**src/rtl/huffman_freq_sort.sv**
```systemverilog
// huffman_freq_sort: upstream stage of create_node_code in the 4-symbol
// Huffman datapath. It counts symbols A..D in a block, then bubble-sorts the
// four counts ascending over six compare-swap cycles. The result is presented
// as four 13-bit leaf words {5'b0, count, symbol ID}, with leaf_A holding the
// lowest weight.
// Optional build macro FREQ_OVF_EN adds a sticky freq_ovf output. It reports
// any increment attempted on a counter that is already saturated.
module huffman_freq_sort #(
    parameter logic [3:0] SYM_BASE = 4'hA,
    parameter logic [3:0] CNT_MAX  = 4'd15
) (
    input  logic        CLK,
    input  logic        RST,
    input  logic        start,
    input  logic        sym_valid,
    input  logic [1:0]  sym_in,
    input  logic        sym_last,
    output logic        sym_ready,
`ifdef FREQ_OVF_EN
    output logic        freq_ovf,
`endif
    output logic [1:0]  state,
    output logic [12:0] leaf_A,
    output logic [12:0] leaf_B,
    output logic [12:0] leaf_C,
    output logic [12:0] leaf_D
);

    typedef enum logic [1:0] {
        ST_COUNT = 2'b00,
        ST_SORT  = 2'b01,
        ST_DONE  = 2'b10
    } state_t;

    state_t cur_state;
    state_t next_state;

    // Counts and symbol indices share one working array. While counting, the
    // array is in identity order, so slot i is symbol i. While sorting, the
    // counts and their symbol indices move together.
    logic [3:0] cnt [4];
    logic [1:0] sym [4];
    logic [2:0] pass_cnt;

    logic [1:0] lo_idx;
    logic [1:0] hi_idx;
    logic [3:0] sw_cnt [4];
    logic [1:0] sw_sym [4];

    logic accept;
    logic clear;

    assign accept = (cur_state == ST_COUNT) && !start && sym_valid;
    assign clear  = start && (cur_state != ST_SORT);
    assign state  = cur_state;

    // Phase register
    always_ff @(posedge CLK or posedge RST) begin
        if (RST) begin
            cur_state <= ST_COUNT;
        end else begin
            cur_state <= next_state;
        end
    end

    // Next-phase selection and handshake output
    always_comb begin
        next_state = cur_state;
        sym_ready  = 1'b0;
        case (cur_state)
            ST_COUNT: begin
                sym_ready = 1'b1;
                if (!start && sym_valid && sym_last) begin
                    next_state = ST_SORT;
                end
            end
            ST_SORT: begin
                if (pass_cnt == 3'd5) begin
                    next_state = ST_DONE;
                end
            end
            ST_DONE: begin
                if (start) begin
                    next_state = ST_COUNT;
                end
            end
            default: begin
                next_state = ST_COUNT;
            end
        endcase
    end

    // Pick this pass's compare pair; the sequence is three bubble passes of length 3, 2, 1
    always_comb begin
        lo_idx = 2'd0;
        case (pass_cnt)
            3'd0:    lo_idx = 2'd0;
            3'd1:    lo_idx = 2'd1;
            3'd2:    lo_idx = 2'd2;
            3'd3:    lo_idx = 2'd0;
            3'd4:    lo_idx = 2'd1;
            default: lo_idx = 2'd0;
        endcase
        hi_idx = lo_idx + 2'd1;
    end

    // Compare-swap of the selected pair; equal counts stay put, which keeps ties in symbol order
    always_comb begin
        for (int i = 0; i < 4; i++) begin
            sw_cnt[i] = cnt[i];
            sw_sym[i] = sym[i];
        end
        if (cnt[lo_idx] > cnt[hi_idx]) begin
            sw_cnt[lo_idx] = cnt[hi_idx];
            sw_cnt[hi_idx] = cnt[lo_idx];
            sw_sym[lo_idx] = sym[hi_idx];
            sw_sym[hi_idx] = sym[lo_idx];
        end
    end

    // Working array: counts up in COUNT and one compare-swap per cycle in SORT
    always_ff @(posedge CLK or posedge RST) begin
        if (RST) begin
            for (int i = 0; i < 4; i++) begin
                cnt[i] <= 4'd0;
                sym[i] <= 2'(i);
            end
            pass_cnt <= 3'd0;
        end else if (clear) begin
            for (int i = 0; i < 4; i++) begin
                cnt[i] <= 4'd0;
                sym[i] <= 2'(i);
            end
            pass_cnt <= 3'd0;
        end else if (accept) begin
            if (cnt[sym_in] != CNT_MAX) begin
                cnt[sym_in] <= cnt[sym_in] + 4'd1;
            end
        end else if (cur_state == ST_SORT) begin
            for (int i = 0; i < 4; i++) begin
                cnt[i] <= sw_cnt[i];
                sym[i] <= sw_sym[i];
            end
            pass_cnt <= (pass_cnt == 3'd5) ? 3'd0 : pass_cnt + 3'd1;
        end
    end

    // Leaf outputs capture the final swap result on entry to DONE and hold until the next one
    always_ff @(posedge CLK or posedge RST) begin
        if (RST) begin
            leaf_A <= 13'h0000;
            leaf_B <= 13'h0000;
            leaf_C <= 13'h0000;
            leaf_D <= 13'h0000;
        end else if ((cur_state == ST_SORT) && (pass_cnt == 3'd5)) begin
            leaf_A <= {5'b0, sw_cnt[0], SYM_BASE + {2'b00, sw_sym[0]}};
            leaf_B <= {5'b0, sw_cnt[1], SYM_BASE + {2'b00, sw_sym[1]}};
            leaf_C <= {5'b0, sw_cnt[2], SYM_BASE + {2'b00, sw_sym[2]}};
            leaf_D <= {5'b0, sw_cnt[3], SYM_BASE + {2'b00, sw_sym[3]}};
        end
    end

`ifdef FREQ_OVF_EN
    // Sticky overflow: any accepted symbol whose counter is already saturated
    always_ff @(posedge CLK or posedge RST) begin
        if (RST) begin
            freq_ovf <= 1'b0;
        end else if (clear) begin
            freq_ovf <= 1'b0;
        end else if (accept && (cnt[sym_in] == CNT_MAX)) begin
            freq_ovf <= 1'b1;
        end
    end
`endif

endmodule

```
**config.mk**
```make
export PLATFORM = sky130hd
export DESIGN_NAME = huffman_freq_sort
export DESIGN_NICKNAME = d
export VERILOG_FILES = /design/src/rtl/huffman_freq_sort.sv
export SDC_FILE = /design/constraint.sdc
export NUM_CORES = 1
export LEC_CHECK = 0
export BUFFER_PORTS_ARGS = -buffer_cell sky130_fd_sc_hd__buf_4
export CAP_MARGIN = 10
export CORE_ASPECT_RATIO = 2
export CORE_MARGIN = 1
export CORE_UTILIZATION = 40
export DETAILED_ROUTE_END_ITERATION = 7
export SYNTH_ARGS = -nofsm -noshare
export SYNTH_HDL_FRONTEND = slang
export SYNTH_SLANG_ARGS = --single-unit
```
**constraint.sdc**
```tcl
create_clock -name CLK -period 4.6 [get_ports CLK]
set_input_delay 0.69 -clock CLK [delete_from_list [all_inputs] [get_ports CLK]]
set_output_delay 0.69 -clock CLK [all_outputs]
set_load 0.005 [all_outputs]
```
* After elaboration in Yosys (flattened, before gate mapping)
Cells that the tools add are included.
Operators by class: magnitude comparators 7, eq/ne operators 13, muxes and demuxes 49, bitwise logic cells 3, add/subtract/negate cells 7, reduce and logical (&&, ||, !) cells 17
Operator list (number):
- 2-to-1 mux 16 bit | 5
- bitwise mux 16 bit | 3
- 2-to-1 mux 4 bit | 9
- 2-to-1 mux 8 bit | 4
- binary-select mux 4 bit (select 2 bit) | 3
- demux 4 bit (select 2 bit) | 3
- 2-to-1 mux 2 bit | 9
- adder 4 x 2 -> 4 bit, first input constant | 4
- bitwise mux 8 bit | 2
- 2-to-1 mux 3 bit | 4
- >= comparator 3 bit, second input constant | 3
- logical AND 1 bit | 9
- < comparator 3 x 1 -> 1 bit, second input constant | 3
- NOT 2 -> 3 bit | 3
- binary-select mux 2 bit (select 2 bit) | 2
- demux 2 bit (select 2 bit) | 2
- inequality test 2 x 1 -> 1 bit, second input constant | 4
- == test 3 bit, second input constant | 2
- case mux 2 bit (3 select lines) | 1
- adder 4 x 1 -> 4 bit, second input constant | 1
- greater-than comparator 4 bit | 1
- inequality test 4 bit, second input constant | 1
- case mux 2 bit (2 select lines) | 1
- AND reduction 2 bit | 2
- other kinds (15) | 15
Storage, ports and cells: input bits 7, register bits 61, word-level logic and storage cells 110, output and inout port bits 55

* Depth between registers and ports, before layout
Gate-level depths: netlist of run 1.
depth in word-level cells 14, gate-level depth with buffers 17, gate-level depth less buffers 15

* Worst setup path before layout of run 1
No wires, ideal clock.
path kind register to register, from register pass_cnt[2], to register leaf_A[4], slack 376 ps, required time 4473 ps, data arrival time 4097 ps, library setup time 127 ps, cell stages (with the launch flop) 17, path buffers 2, period minus slack after synthesis 4224 ps, cells stage by stage dfrtp_1 xnor2_2 nor2_4 inv_2 ha_1 buf_2 nor4b_4 mux2_2 mux2_4 ha_1 nor2b_1 o211ai_1 a21boi_1 buf_2 o21ai_0 a221oi_1 nor2_1
Between the ends: longest elaborated chain between the ends 11, elaborated cells on any way between the ends 30, those cells by class 1 x add/sub; 5 x order compare; 4 x eq/ne; 14 x mux; 2 x bitwise; 4 x reduce/logical
Ends and longest elaborated chain:
- start: declaration | line 43 | logic [2:0] pass_cnt;
- start signal: assignment | line 144 | pass_cnt <= (pass_cnt == 3'd5) ? 3'd0 : pass_cnt + 3'd1;
- branches (longest 11 deep; another with greater-than comparator 4 bit)
- end signal: assignment | line 156 | leaf_A <= {5'b0, sw_cnt[0], SYM_BASE + {2'b00, sw_sym[0]}};
- end: declaration | line 23 | output logic [12:0] leaf_A,
Several ways; the timed one is not identified. The select of a mux whose other input is x is not followed. A chain may end at the register's enable or synchronous reset.

* Worst setup path in the final report of run 1
from register pass_cnt[0], to register cnt[3] (netlist name)
Between the ends: longest elaborated chain between the ends 14, elaborated cells on any way between the ends 31, those cells by class 1 x add/sub; 5 x order compare; 3 x eq/ne; 17 x mux; 2 x bitwise; 3 x reduce/logical
Ends and longest elaborated chain:
- == test 3 bit or == test 3 x 1 -> 1 bit (tied branches) | line 96 | case (pass_cnt)
- OR reduction 2 bit (no line)
- case mux 2 bit (2 select lines) * | line 96
- branches (longest 7 deep; another with greater-than comparator 4 bit)
- 2-to-1 mux 16 bit * | line 113 | if (cnt[lo_idx] > cnt[hi_idx]) begin
- 2-to-1 mux 16 bit * | line 139 | end else if (cur_state == ST_SORT) begin
- 2-to-1 mux 16 bit * | line 135 | end else if (accept) begin
- 2-to-1 mux 16 bit * | line 129 | end else if (clear) begin
- end signal: indexed assignment | line 137 | cnt[sym_in] <= cnt[sym_in] + 4'd1;
- end signal: indexed assignment | line 141 | cnt[i] <= sw_cnt[i];
- end: declaration | line 41 | logic [3:0] cnt [4];
Mark *: on every way between the ends. The select of a mux whose other input is x is not followed.

==> results of run 1 <==
==> per-stage QoR <==
stage,hold WS [ns],std cells
after detailed placement,0.4793,594
after global routing,0.5088,610
after global placement,0.4653,594
final,0.4808,610
after CTS,0.4915,610
after floorplan,0.4711,447
==> registers in the layout, indices dropped and copies added (netlist names) <==
name and flops:
pass_cnt 3, sym 8, state 2, leaf_A 7
cnt 16, leaf_D 8, leaf_B 7, leaf_C 7
==> synthesized netlist by cell type (all sizes together), types with 4 or more instances <==
cell | instances | area share [%]
ha | 13 | 4.1
o22ai | 5 | 0.79
clkbuf | 15 | 1.4
o21ai | 40 | 5.4
a22o | 12 | 2.7
nor2 | 38 | 3.8
dfrtp | 54 | 34
nand3 | 8 | 1.0
buf | 30 | 5.5
a221oi | 11 | 2.4
mux2 | 8 | 2.5
nand2b | 6 | 0.95
dfstp | 4 | 2.7
a2bb2oi | 4 | 0.89
nor2b | 10 | 1.6
inv | 11 | 1.0
a21oi | 16 | 2.0
mux2i | 6 | 1.5
nor3 | 5 | 0.63
o31ai | 5 | 0.95
mux4 | 8 | 4.6
nand2 | 48 | 4.6
a22oi | 12 | 2.3
o221ai | 6 | 1.3
o211ai | 6 | 1.1
==> placed cells by master (no fill, tap or decap), drive strengths merged, types with 3 or more instances in the layout <==
| cell | Yosys | routed |
|---|---|---|
| dfstp | 4 | 4 |
| mux4 | 8 | 8 |
| a2bb2oi | 4 | 4 |
| conb | 1 | 20 |
| a221o | 3 | 3 |
| nand2 | 48 | 48 |
| nor2 | 38 | 38 |
| nand2b | 6 | 6 |
| xor2 | 3 | 3 |
| o221ai | 6 | 6 |
| clkinv | 0 | 3 |
| a21o | 3 | 3 |
| o22ai | 5 | 5 |
| mux2 | 8 | 8 |
| nand3b | 3 | 3 |
| o31ai | 5 | 5 |
| buf | 30 | 60 |
| dfrtp | 54 | 54 |
| mux2i | 6 | 6 |
| nand3 | 8 | 8 |
| a221oi | 11 | 11 |
| or3 | 3 | 3 |
| nor2b | 10 | 10 |
| a22o | 12 | 12 |
| a22oi | 12 | 12 |
| ha | 13 | 13 |
| o21a | 3 | 3 |
| o21ai | 40 | 40 |
| inv | 11 | 11 |
| a21oi | 16 | 16 |
| o211ai | 6 | 6 |
| clkbuf | 15 | 11 |
| nor3 | 5 | 5 |
==> worst max-delay path, cell delays in order (launching register included) <==
cell      delay (ns)
dfrtp_1         0.43
buf_4           0.19
or3_1           0.43
ha_1            0.27
nor4b_4         0.28
mux2_2          0.37
mux2_4          0.30
ha_1            0.29
nor2b_1         0.15
o211ai_1        0.30
a21boi_1        0.19
buf_4           0.24
nand2b_1        0.10
o221ai_1        0.26
a221o_1         0.44
==> routing by layer <==
metal	vias to the layer above	routed length (um)	global-route usage, %
li1	1641	-	-
met1	1744	4382	26.47
met2	188	7012	48.40
met3	63	697	5.666
met4	0	967	20.33
met5	-	0	0
==> cell families (layout without fill, tap and decap cells) <==
logic type | count (synthesis) | after routing | synth area share (%)
other cells | 1 | 20 | 0.09503
mux | 22 | 22 | 8.560
compound gates | 141 | 141 | 24.98
flops | 58 | 58 | 36.91
xor+xnor | 4 | 4 | 1.078
buf+inv | 56 | 87 | 7.926
simple gates | 133 | 133 | 16.33
fa+ha+maj | 13 | 13 | 4.122
==> worst min path at each step <==
stage                                      from               endpoint  slack [ns]  depth (start not counted)
after CTS                 leaf_B[7]$_DFFE_PP0P_  leaf_B[7]$_DFFE_PP0P_        0.49                          2
after global placement    leaf_A[2]$_DFFE_PP0P_  leaf_A[2]$_DFFE_PP0P_        0.47                          2
after detailed placement  leaf_B[7]$_DFFE_PP0P_  leaf_B[7]$_DFFE_PP0P_        0.48                          2
after global routing      leaf_A[1]$_DFFE_PP0P_  leaf_A[1]$_DFFE_PP0P_        0.51                          1
final                     leaf_B[7]$_DFFE_PP0P_  leaf_B[7]$_DFFE_PP0P_        0.48                          2
after floorplan           leaf_A[2]$_DFFE_PP0P_  leaf_A[2]$_DFFE_PP0P_        0.47                          2
==> layout make-up <==
cell class | instances | area [um^2]
Clock buffer | 11 | 242.7
Clock inverter | 5 | 30.03
Fill cell | 954 | 5001
Inverter | 11 | 41.29
Multi-Input combinational cell | 333 | 2248
Sequential cell | 58 | 1456
Tap cell | 132 | 165.2
Timing Repair Buffer | 60 | 450.4
==> flow_metrics.env, run 1 <==
export IMPL_reg2reg_from="pass_cnt[0]$_DFFE_PP0P_"
export IMPL_die_w_um=72.24
export IMPL_worst_pin_slew_ns=0.7508
export IMPL_async_flop_share_pct=100.0
export IMPL_wl_per_cell_um=21.41
export IMPL_cts_buffer_depth=2
export IMPL_drive_gt1_share_pct=22.38
export IMPL_reg2reg_slack_ns=0.23
export IMPL_wl_um=13060
export IMPL_seq_area_frac_synth_pct=36.91
export IMPL_finalNetCount=493
export IMPL_maxSlewHeadroom_pct=49.94
export IMPL_cp_required_ns=4.81
export IMPL_cts_resized=0
export IMPL_antennaDiodeCount=0
export IMPL_clock_skew_ns=0.005787
export IMPL_postSynthCellCount=428
export IMPL_dp_slack_ns=0.3320
export IMPL_cp_end_kind="flip-flop"
export IMPL_design_area_um2=4634
export IMPL_synth_edff_count=0
export IMPL_ys_warn_count=0
export IMPL_die_y_um=142.5
export IMPL_r2r_end="cnt[3]$_DFFE_PP0P_"
export IMPL_hold_violations=0
export IMPL_cp_arrival_ns=4.58
export IMPL_drc=0
export IMPL_initial_utilization_pct=40.96
export IMPL_min_path_type="reg -> reg"
export IMPL_gp_congestion=0.9678
export IMPL_fin_crit_sh_pct=95.03
export IMPL_synth_area_per_cell_um2=9.220
export IMPL_die_area_um2=10290
export IMPL_cp_startpoint="pass_cnt[0]$_DFFE_PP0P_"
export IMPL_first_global_vias=3614
export IMPL_coreArea_um2=9635
export IMPL_ys_seq_elements=58
export IMPL_via_per_inst=5.961
export IMPL_post_cts_buffers=0
export IMPL_rsz0062_at_grt="false"
export IMPL_timing_final_ws_setup_ns=0.2288
export IMPL_cts_root_buffer="clkbuf_16"
export IMPL_post_route_util_pct=48.10
export IMPL_rows=51
export IMPL_worstSetupPathType="reg -> reg"
export IMPL_area_growth_pct=17.44
export IMPL_netlist_area_um2=3946
export IMPL_clk_latency_ns=0.33
export IMPL_grt_pass1_wl_um=20230
export IMPL_postRouteAntennaNets=0
export IMPL_dpl_hpwl_um=9814
export IMPL_yosysUniqueCellTypes=61
export IMPL_dr_total_vias=3636
export IMPL_grt_usage_pct=27.09
export IMPL_io_pins=62
export IMPL_cts_sinks=58
export IMPL_overflow=0
export IMPL_synth_main_ff_cell="dfrtp_1"
export IMPL_reg2reg_depth=14
export IMPL_place_area_um2=4362
export IMPL_numCtsBuffers=9
export IMPL_grt_antenna_before_repair=0
export IMPL_cp_start_kind="flip-flop"
export IMPL_crit_path_end="cnt[3]$_DFFE_PP0P_"
export IMPL_fmax_mhz=228.8
export IMPL_cts_tree="yes"
export IMPL_slew_viol_final=0
export IMPL_numPortBuffers=41
export IMPL_h_tree_depth=3
export IMPL_clk_pin_slew_ns=0.05
export IMPL_maxCapViolCount=0
export IMPL_period_minus_slack_ns=4.371
export IMPL_setup_tns_ns=0
export IMPL_grt_max_degree=59
export IMPL_hold_buffers=0
export IMPL_setup_viol=0
export IMPL_drtIter0Drc=230
export IMPL_crit_fanout=13
export IMPL_status="finished, final reports clean"
export IMPL_drt_first_pass_iters=6
Power of run 1 is not shown: default switching activity piles up to over one toggle a cycle in this logic, so the estimate is an artifact.
==> run 2, diff against run 1 <==
--- a/config.mk
+++ b/config.mk
@@ -7,10 +7,10 @@
 export LEC_CHECK = 0
 export BUFFER_PORTS_ARGS = -buffer_cell sky130_fd_sc_hd__buf_4
 export CAP_MARGIN = 10
-export CORE_ASPECT_RATIO = 2
 export CORE_MARGIN = 1
 export CORE_UTILIZATION = 40
 export DETAILED_ROUTE_END_ITERATION = 7
+export SKIP_LAST_GASP = 1
 export SYNTH_ARGS = -nofsm -noshare
 export SYNTH_HDL_FRONTEND = slang
 export SYNTH_SLANG_ARGS = --single-unit
==> flow_metrics.env, run 2 (synthesis results as in run 1) <==
export IMPL_cpPeakStageDelay_ns=0.41
export IMPL_holdCritStartpoint="leaf_A[1]$_DFFE_PP0P_"
export IMPL_overflow=0
export IMPL_setup_viol=0
export IMPL_grt_usage_pct=25.24
export IMPL_grt_max_degree=59
export IMPL_slew_viol_final=0
export IMPL_reg2reg_depth=15
export IMPL_reg2reg_from="pass_cnt[2]$_DFFE_PP0P_"
export IMPL_via_per_inst=5.974
export IMPL_dpl_hpwl_um=8767
export IMPL_clock_skew_ns=0.007558
export IMPL_multi_input_comb_area_um2=2248
export IMPL_antennaDiodeCount=0
export IMPL_grt_pass1_wl_um=19170
export IMPL_finalNetCount=492
export IMPL_reg_top3="cnt x16, leaf_D x8, sym x8"
export IMPL_cp_end_kind="flip-flop"
export IMPL_coreArea_um2=9415
export IMPL_wl_um=11900
export IMPL_holdPathEnd="leaf_A[1]$_DFFE_PP0P_"
export IMPL_numCtsBuffers=9
export IMPL_cp_startpoint="pass_cnt[2]$_DFFE_PP0P_"
export IMPL_worst_pin_slew_ns=0.7741
export IMPL_cp_arrival_ns=4.37
export IMPL_clk_pin_slew_ns=0.07
export IMPL_whs_path_depth=1
export IMPL_drive_gt1_share_pct=22.22
export IMPL_first_global_vias=3433
export IMPL_mostFrequentLayoutCell="buf_4"
export IMPL_cts_sinks=58
export IMPL_initial_utilization_pct=41.91
export IMPL_dr_total_vias=3620
export IMPL_largest_reg_flops=16
export IMPL_reg2reg_slack_ns=0.46
export IMPL_cts_tree="yes"
export IMPL_post_cts_buffers=0
export IMPL_area_growth_pct=15.79
export IMPL_fillers=923
export IMPL_h_tree_depth=3
export IMPL_postRouteAntennaNets=0
export IMPL_crit_fanout=12
export IMPL_regMostFlops="cnt"
export IMPL_numPortBuffers=41
export IMPL_cts_buffer_depth=2
export IMPL_cp_start_kind="flip-flop"
export IMPL_rsz0062_at_grt="false"
export IMPL_hold_violations=0
export IMPL_io_pins=62
export IMPL_cts_resized=0
export IMPL_clk_latency_ns=0.35
export IMPL_critPathTopFamily="compound AO/OA/AOI/OAI gates"
export IMPL_maxCapViolCount=0
export IMPL_wl_per_cell_um=19.64
export IMPL_fmax_mhz=241.5
export IMPL_cp_required_ns=4.82
export IMPL_drt_first_pass_iters=5
export IMPL_r2r_end="leaf_C[5]$_DFFE_PP0P_"
export IMPL_whs_ns=0.4915
export IMPL_min_path_type="reg -> reg"
export IMPL_gp_congestion=0.9959
export IMPL_drc=0
export IMPL_cp_cell_sequence="xnor2_2 -> nor2_4 -> inv_2 -> ha_1 -> nor4b_4 -> mux2_2 -> mux2_4 -> ha_1 -> nor2b_1 -> o211ai_1 -> a21boi_1 -> buf_4 -> o21ai_0 -> a221oi_1 -> nor2_1"
export IMPL_cp_common_cell="ha_1"
export IMPL_status="finished, final reports clean"
export IMPL_die_area_um2=10270
export IMPL_die_w_um=101.3
export IMPL_rows=35
export IMPL_maxSlewHeadroom_pct=48.39
export IMPL_critPathSlowestCell="dfrtp_1"
export IMPL_die_y_um=101.3
export IMPL_setup_tns_ns=0
export IMPL_fin_crit_sh_pct=90.02
export IMPL_seq_area_um2=1456
export IMPL_drtIter0Drc=387
export IMPL_period_minus_slack_ns=4.141
export IMPL_layout_common_cells="buf_4, dfrtp_1, nand2_1, nor2_1, o21ai_0"
export IMPL_post_route_util_pct=48.53
export IMPL_hold_buffers=0
export IMPL_worstSetupPathType="reg -> reg"
export IMPL_cts_root_buffer="clkbuf_8"
export IMPL_critPathBufInv=2
export IMPL_grt_antenna_before_repair=0
run 2: cell count changes in the layout (fill, tap and decap cells not counted):
cell        previous run  this run
clkbuf_16              9         0
clkbuf_8               1        10
bufinv_16              0         2
buf_4                 60        59
clkinv_2               3         2
clkinvlp_4             2         1
run 2: per-stage QoR:
| stage | cell area, um^2 | worst slack [ns] | std cells |
|---|---|---|---|
| after global routing | 4569 | 0.1599 | 606 |
| after detailed placement | 4350 | 0.5167 | 590 |
| final | 4569 | 0.4590 | 606 |
| after global placement | 4350 | 0.6156 | 590 |
| after floorplan | 4018 | 0.3760 | 447 |
| after CTS | 4569 | 0.5002 | 606 |
run 2: final cells by class:
class,count,area share [%]
Sequential cell,58,31.87
Inverter,11,0.9036
Clock inverter,5,1.698
Multi-Input combinational cell,333,49.21
Timing Repair Buffer,59,9.693
Tap cell,129,3.532
Clock buffer,11,3.094
run 2: worst reg2reg max path: stages, from the launching register on:
cell      delay (ns)
dfrtp_1         0.41
xnor2_2         0.20
nor2_4          0.33
inv_2           0.18
ha_1            0.28
nor4b_4         0.25
mux2_2          0.36
mux2_4          0.30
ha_1            0.30
nor2b_1         0.17
o211ai_1        0.16
a21boi_1        0.20
buf_4           0.20
o21ai_0         0.20
a221oi_1        0.40
nor2_1          0.09
run 2: per-layer routing:
metal  routed length (um)  GRT usage, %  vias to the layer above
met5                    0             0                        -
met4                  341         10.59                        0
met3                  971         5.383                       35
met2                 5382         38.20                      189
met1                 5205         35.06                     1766
li1                     -             -                     1630
run 2: worst max-delay path by stage:
stage / cells after the start / endpoint
2_1_floorplan: 16 / leaf_A[4]$_DFFE_PP0P_
6_report: 15 / leaf_C[5]$_DFFE_PP0P_
3_5_place_dp: 15 / leaf_C[5]$_DFFE_PP0P_
3_3_place_gp: 15 / cnt[7]$_DFFE_PP0P_
5_1_grt: 15 / leaf_C[5]$_DFFE_PP0P_
4_1_cts: 15 / leaf_C[5]$_DFFE_PP0P_
Power of run 2 is left out for the same reason.
